### config.mk
export PLATFORM = sky130hd
export DESIGN_NAME = masked_block_cmp
export DESIGN_NICKNAME = d
export VERILOG_FILES = /design/src/rtl/aes_stream_pkg.sv /design/src/rtl/masked_block_cmp.sv
export SDC_FILE = /design/constraint.sdc
export NUM_CORES = 1
export LEC_CHECK = 0
export CAP_MARGIN = 30
export CORE_AREA = 2 2 105 107
export DETAILED_ROUTE_END_ITERATION = 6
export DIE_AREA = 0 0 107 109
export PLACE_DENSITY = 0.6
export SLEW_MARGIN = 20
export SYNTH_ARGS = -nofsm -noshare
export SYNTH_HDL_FRONTEND = slang
export SYNTH_SLANG_ARGS = --single-unit
export TNS_END_PERCENT = 20
### constraint.sdc
create_clock -name vclk -period 1.7
set_clock_uncertainty 0.1 [all_clocks]
set_input_delay 0.425 -clock vclk [all_inputs]
set_output_delay 0.425 -clock vclk [all_outputs]
set_load 0.03 [all_outputs]
### src/rtl/aes_stream_pkg.sv
// Shared widths and checker state encoding for the AES output-stream blocks.
package aes_stream_pkg;
  localparam int DATA_W = 128;
  localparam int KEEP_W = DATA_W / 8;

  typedef enum logic [2:0] {
    ST_IDLE  = 3'd0,
    ST_FETCH = 3'd1,
    ST_WAIT  = 3'd2,
    ST_CMP   = 3'd3,
    ST_DONE  = 3'd4
  } chk_state_e;
endpackage

### src/rtl/masked_block_cmp.sv
// Byte-masked equality of two 128-bit blocks; bytes with keep=0 always agree.
module masked_block_cmp import aes_stream_pkg::*; (
  input  logic [DATA_W-1:0] i_a,
  input  logic [DATA_W-1:0] i_b,
  input  logic [KEEP_W-1:0] i_keep,
  output logic              o_match
);
  logic [KEEP_W-1:0] w_byte_ok;

  for (genvar k = 0; k < KEEP_W; k++) begin : g_byte
    assign w_byte_ok[k] = !i_keep[k] || (i_a[8*k +: 8] == i_b[8*k +: 8]);
  end

  assign o_match = &w_byte_ok;
endmodule

==> results.md, run 1 <==
* All-Layer GR Usage at 0.118
* Area enclosed by the die boundary at 0.0117 sq mm
* Worst setup slack after placement at -0.930 ns
* Violation count after the first detailed-routing iteration at 49
* Violated checks: negative setup slack
* Part of the Yosys area used for sequential elements at 0
* Final worst slack at -0.539 ns
* Class of the tightest hold or removal check: in2out
* Crit path DAT at 1.71 ns
* Via count of the first global-routing pass at 2427
* Yosys Warn Count at 0
* Setup violation total in the final timing report at 1
* Nets in the synthesized netlist at 453
* Number of top-level pins at 273
* Buffers on Ports at 273
* # nets final at 729
* Max_cap viols at 0
* Overall via count from detail_route at 2300
* Global placement routability congestion at 0.767
* Number of failing hold endpoints at the final stage at 0
* Crit path launch type: primary input
* Crit path kind: in2out
* Total grt overflow at 0
* Unrepaired setup endpoints after global routing: yes
* Static leakage power at 1.70 nW
* Most frequent cells in the layout: 111 x sky130_fd_sc_hd__xnor2_1, 111 x sky130_fd_sc_hd__dlygate4sd2_1, 90 x sky130_fd_sc_hd__clkdlybuf4s15_1, 47 x sky130_fd_sc_hd__buf_2, 36 x sky130_fd_sc_hd__nand4_1
* Max_slew headroom at 0.854
* VDD IR max at between 80 and 90 uV
* Initial antenna violation count at 0
* Largest net degree at the start of global routing at 2
* Status: complete, but fails checks
* Post-synthesis area per instance at roughly 7.9 sq um
* Tot Pwr at 0.859 mW
* Final sum of negative setup slack at -0.539 ns
* Seq cells at 0
* Minimum hold slack at 1.37 ns
* Count of filler cells inserted in the layout at 1153
* Number of antenna-violating nets in the routed design at 0
* Gate count of the mapped netlist at 181
* Crit-path max FO at 1
* Height of the die at approximately 110 um
* Post-Route Utilization at 0.391
* Wire length of the first global-routing pass at ~11 mm
* Post-route minimum period at about 2.2 ns
* WL/cell at 13.2 um
* # clk buffers at 0
* DRC violation count after routing at 0
* Initial cell density of the core at 0.136
* Worst endpoint required time at 1.17 ns
* Post-DP HPWL at 7.48 mm
* Area used by sequential logic in the layout at 0 sq um
* Ant diodes at 0
* Achievable clock frequency at 0.447 GHz
* Drt first pass iters at 4
* Post-synth design cell area at 0.00144 sq mm
* Power density over the cells at 207 mW/mm^2
* Row count at 38
* Area inside the core boundary at 0.0106 sq mm
* Total count of max-transition violations in the final report at 0
* Share of the cycle needed by the critical path after routing at 1.32
* Endpoint type of the worst setup path: primary output
* Distinct cell type count after synthesis at 5
* DRT Wirelength at 7.85 mm
* Area growth from synthesis to final layout at 188%
* Worst-margin pin slew at 0.217 ns
* Hold_buf cts at 0
* Horiz. Die Dim at 107 um
* Avg Vias per Cell at 3.87
* Proportion of layout cells with a drive suffix above 1 at 0.176
-- critical path, cell delays in order --
cell and delay, ns:
sky130_fd_sc_hd__clkdlybuf4s15_1 0.18, sky130_fd_sc_hd__xnor2_1 0.14, sky130_fd_sc_hd__nand4_1 0.12, sky130_fd_sc_hd__o21ai_2 0.17, sky130_fd_sc_hd__nand4_1 0.18, sky130_fd_sc_hd__nor4_4 0.33, sky130_fd_sc_hd__buf_6 0.17
-- layer usage --
layer  GRT usage  share of wire
met5           0              0
met2       0.258           0.55
met4      0.0130          0.013
met1       0.103           0.30
met3      0.0436           0.14
-- final cells by class --
type | instances | area (sq um) | share of cell area
multi-input combinational | 181 | 1590 | 0.384
tap | 140 | 175 | 0.0422
timing repair buffer | 274 | 2380 | 0.573
-- per-stage QoR --
stage / instance area, sq um / cells
after global placement: 4420 / 595
after floorplan: 1510 / 181
after CTS: 4140 / 595
after global routing: 4150 / 595
after detailed placement: 4420 / 595
final: 4150 / 595
-- cell usage after synthesis --
library cell | count | area share
sky130_fd_sc_hd__xnor2_1 | 128 | 0.78
sky130_fd_sc_hd__nand4_1 | 36 | 0.16
sky130_fd_sc_hd__o21ai_0 | 8 | 0.028
sky130_fd_sc_hd__o21ai_1 | 8 | 0.028
sky130_fd_sc_hd__nor4_2 | 1 | 0.0087
-- timing repair --
action,4_1_cts,5_1_grt
setup endpoints to repair,1,1
gates resized for setup,509,2
setup buffers,0,0
pin swaps,169,4
-- path summary, 6_finish.rpt --
| path | from | depth (start not counted) | slack (ns) | end |
|---|---|---|---|---|
| max | i_b[67] | 7 | -0.54 | o_match |
| min | i_a[47] | 7 | 1.37 | o_match |
-- kinds of logic (layout without fill, tap and decap cells) --
group                     count (synthesis)  count (layout)  synth area share
xor gates and xnor gates                128             128             0.779
buffers and inverters                     0             274                 0
AOI/OAI and AO/OA                        16              16            0.0557
and+or+nand+nor                          37              37             0.165
-- report_power, final --
part	internal [mW]	switching [mW]	leakage [nW]	total, mW
registers	0	0	0	0
logic	0.587	0.272	1.70	0.859
clock network	0	0	0	0
(Power assumes the default switching activity.)
==> inputs of run 2 (changes only) <==
--- a/config.mk
+++ b/config.mk
@@ -10,6 +10,7 @@
 export DETAILED_ROUTE_END_ITERATION = 6
 export DIE_AREA = 0 0 107 109
 export PLACE_DENSITY = 0.6
+export SETUP_SLACK_MARGIN = 0.5
 export SLEW_MARGIN = 20
 export SYNTH_ARGS = -nofsm -noshare
 export SYNTH_HDL_FRONTEND = slang
==> results of run 2 <==
Final layout, timing and power as in run 1 (identical DEF).
==> inputs of run 3 (changes only) <==
--- a/config.mk
+++ b/config.mk
@@ -9,9 +9,9 @@
 export CORE_AREA = 2 2 105 107
 export DETAILED_ROUTE_END_ITERATION = 6
 export DIE_AREA = 0 0 107 109
-export PLACE_DENSITY = 0.6
+export PLACE_DENSITY = 0.58
 export SETUP_SLACK_MARGIN = 0.5
-export SLEW_MARGIN = 20
+export SLEW_MARGIN = 10
 export SYNTH_ARGS = -nofsm -noshare
 export SYNTH_HDL_FRONTEND = slang
 export SYNTH_SLANG_ARGS = --single-unit
==> run 3 against run 2 <==
The flow still finishes with violations (negative setup slack). Final cell count stayed put. Sequential share of layout area unchanged. Global-route usage increased by 0.35 points. Fmax up 0.95%. Critical path depth stayed put. Power down 3.4%. Design area decreased by 6.7%. Clock-buffer cell count stayed put. Combinational power shrank 3.4%. Sequential cell count did not move. Setup slack better by 0.021 ns. Critical path type unchanged. Critical endpoint unchanged.
==> results.md, run 3 (synthesis gave the netlist of run 1 again) <==
* Status: complete, but fails checks (unchanged)
* Violated checks: negative setup slack (unchanged)
* Overall via count from detail_route at 2319 (was 2300)
* Crit path DAT at 1.69 ns (was 1.71 ns)
* Total count of max-transition violations in the final report at 0 (unchanged)
* Class of the tightest hold or removal check: in2out (unchanged)
* Initial cell density of the core at 0.136 (unchanged)
* Count of filler cells inserted in the layout at 1191 (was 1153)
* Global placement routability congestion at 0.803 (was 0.767)
* Number of failing hold endpoints at the final stage at 0 (unchanged)
* Static leakage power at 1.64 nW (was 1.70 nW)
* Number of top-level pins at 273 (unchanged)
* Via count of the first global-routing pass at 2502 (was 2427)
* Achievable clock frequency at 0.451 GHz (was 0.447 GHz)
* Total grt overflow at 0 (unchanged)
* Wire length of the first global-routing pass at 11.3 mm (was 11.0 mm)
* Final worst slack at -0.518 ns (was -0.539 ns)
* Setup violation total in the final timing report at 1 (unchanged)
* Sequential power share at 0 (about the same)
* Row count at 38 (unchanged)
* Area inside the core boundary at 0.0106 sq mm (unchanged)
* Relative contribution of the clock network to total power at 0 (about the same)
* Net switching component of the power at 0.271 mW (was 0.272 mW)
* Seq cells at 0 (unchanged)
* Placed Cells at 594 (was 595)
* Portion of total power attributed to combinational logic at 1.000 (about the same)
* Area growth from synthesis to final layout at 169% (was 188%)
* Avg Vias per Cell at 3.90 (was 3.87)
* Worst setup slack after placement at -0.955 ns (was -0.930 ns)
* DRC violation count after routing at 0 (unchanged)
* Unrepaired setup endpoints after global routing: yes (unchanged)
* Max_slew headroom at 0.823 (was 0.854)
* Post-route minimum period at 2.22 ns (was 2.24 ns)
* # clk buffers at 0 (unchanged)
* Most frequent cells in the layout: 118 x sky130_fd_sc_hd__buf_2, 108 x sky130_fd_sc_hd__xnor2_1, 65 x sky130_fd_sc_hd__dlygate4sd2_1, 64 x sky130_fd_sc_hd__clkdlybuf4s15_1, 36 x sky130_fd_sc_hd__nand4_1 (was 111 x sky130_fd_sc_hd__xnor2_1, 111 x sky130_fd_sc_hd__dlygate4sd2_1, 90 x sky130_fd_sc_hd__clkdlybuf4s15_1, 47 x sky130_fd_sc_hd__buf_2, 36 x sky130_fd_sc_hd__nand4_1)
* Number of antenna-violating nets in the routed design at 0 (unchanged)
* Buffers on Ports at 273 (unchanged)
* Final sum of negative setup slack at -0.518 ns (was -0.539 ns)
* Crit path launch type: primary input (unchanged)
* Area enclosed by the die boundary at 0.0117 sq mm (unchanged)
* Minimum hold slack at 1.38 ns (was 1.37 ns)
* Crit path kind: in2out (unchanged)
* Cell internal power dissipation at 0.559 mW (was 0.587 mW)
* Worst endpoint required time at 1.17 ns (about the same)
* Violation count after the first detailed-routing iteration at 25 (was 49)
* Power density over the cells at 214 mW/mm^2 (was 207 mW/mm^2)
* Post-Route Utilization at 0.365 (was 0.391)
* Placed instance area at 0.00443 sq mm (was 0.00442 sq mm)
* Post-Layout Cell Count at 595 (unchanged)
* All-Layer GR Usage at 0.122 (was 0.118)
* Switching Fraction at 0.326 (was 0.317)
* Endpoint type of the worst setup path: primary output (unchanged)
* Share of the cycle needed by the critical path after routing at 1.30 (was 1.32)
* Proportion of layout cells with a drive suffix above 1 at 0.335 (was 0.176)
* Drt first pass iters at 4 (unchanged)
* Worst-margin pin slew at 0.264 ns (was 0.217 ns)
* Leading cell type in the layout, fill and taps excluded: sky130_fd_sc_hd__buf_2
* WL/cell at 13.1 um (was 13.2 um)
* DRT Wirelength at 7.79 mm (was 7.85 mm)
* # nets final at 728 (was 729)
* Max_cap viols at 0 (unchanged)
* Height of the die at 109 um (unchanged)
* Tot Pwr at 0.830 mW (was 0.859 mW)
* Largest net degree at the start of global routing at 2 (unchanged)
* VDD IR max at 88.0 uV (was 85.1 uV)
* Post-route design area at 0.00387 sq mm (was 0.00415 sq mm)
* Initial antenna violation count at 1 (was 0)
* Crit-path max FO at 1 (unchanged)
* Area used by sequential logic in the layout at 0 sq um (unchanged)
* Post-DP HPWL at 7.51 mm (was 7.48 mm)
* Horiz. Die Dim at 107 um (unchanged)
-- run 3: cell count changes in the layout (fill, tap and decap cells not counted), sizes merged --
| cell | change |
|---|---|
| dlygate4sd2 | -46 |
| diode | +1 |
| buf | +74 |
| clkdlybuf4s15 | -29 |
-- run 3: layout make-up --
| class | count | area (sq um) | share of cell area |
|---|---|---|---|
| diodes | 1 | 2.50 | 0.000647 |
| multi-input cells | 181 | 1610 | 0.416 |
| well taps | 140 | 175 | 0.0453 |
| repair buffers | 273 | 2080 | 0.538 |
-- run 3: metal layers --
layer	routed length, um	part of all wire	global-route usage
met1	2400	0.31	0.111
met2	4390	0.56	0.267
met3	938	0.12	0.0377
met4	59	0.0076	0.00835
met5	0	0	0
-- run 3: path summary, 6_finish.rpt --
path / start / end / slack [ns] / cells after the start
setup / recovery: i_a[89] / o_match / -0.52 / 7
hold / removal: i_a[42] / o_match / 1.38 / 7
-- run 3: what timing repair did --
item	in CTS	in global routing
pin swaps	173	0
buffers inserted	0	0
gates resized for setup	672	0
setup endpoints to repair	1	1
hold buffers	0	0
-- run 3: critical path: stages --
cell	delay (ns)
sky130_fd_sc_hd__dlygate4sd2_1	0.24
sky130_fd_sc_hd__xnor2_1	0.15
sky130_fd_sc_hd__nand4_1	0.10
sky130_fd_sc_hd__o21ai_1	0.15
sky130_fd_sc_hd__nand4_1	0.22
sky130_fd_sc_hd__nor4_4	0.25
sky130_fd_sc_hd__buf_12	0.16
-- run 3: power by group through the flow --
stage	combinational, mW	clock, mW	sequential (mW)
after global routing	0.904	0.0000000786	0
after CTS	0.844	0	0
final	0.830	0.0000000786	0
after floorplan	0.312	0	0
after global placement	1.03	0	0
after detailed placement	1.04	0	0
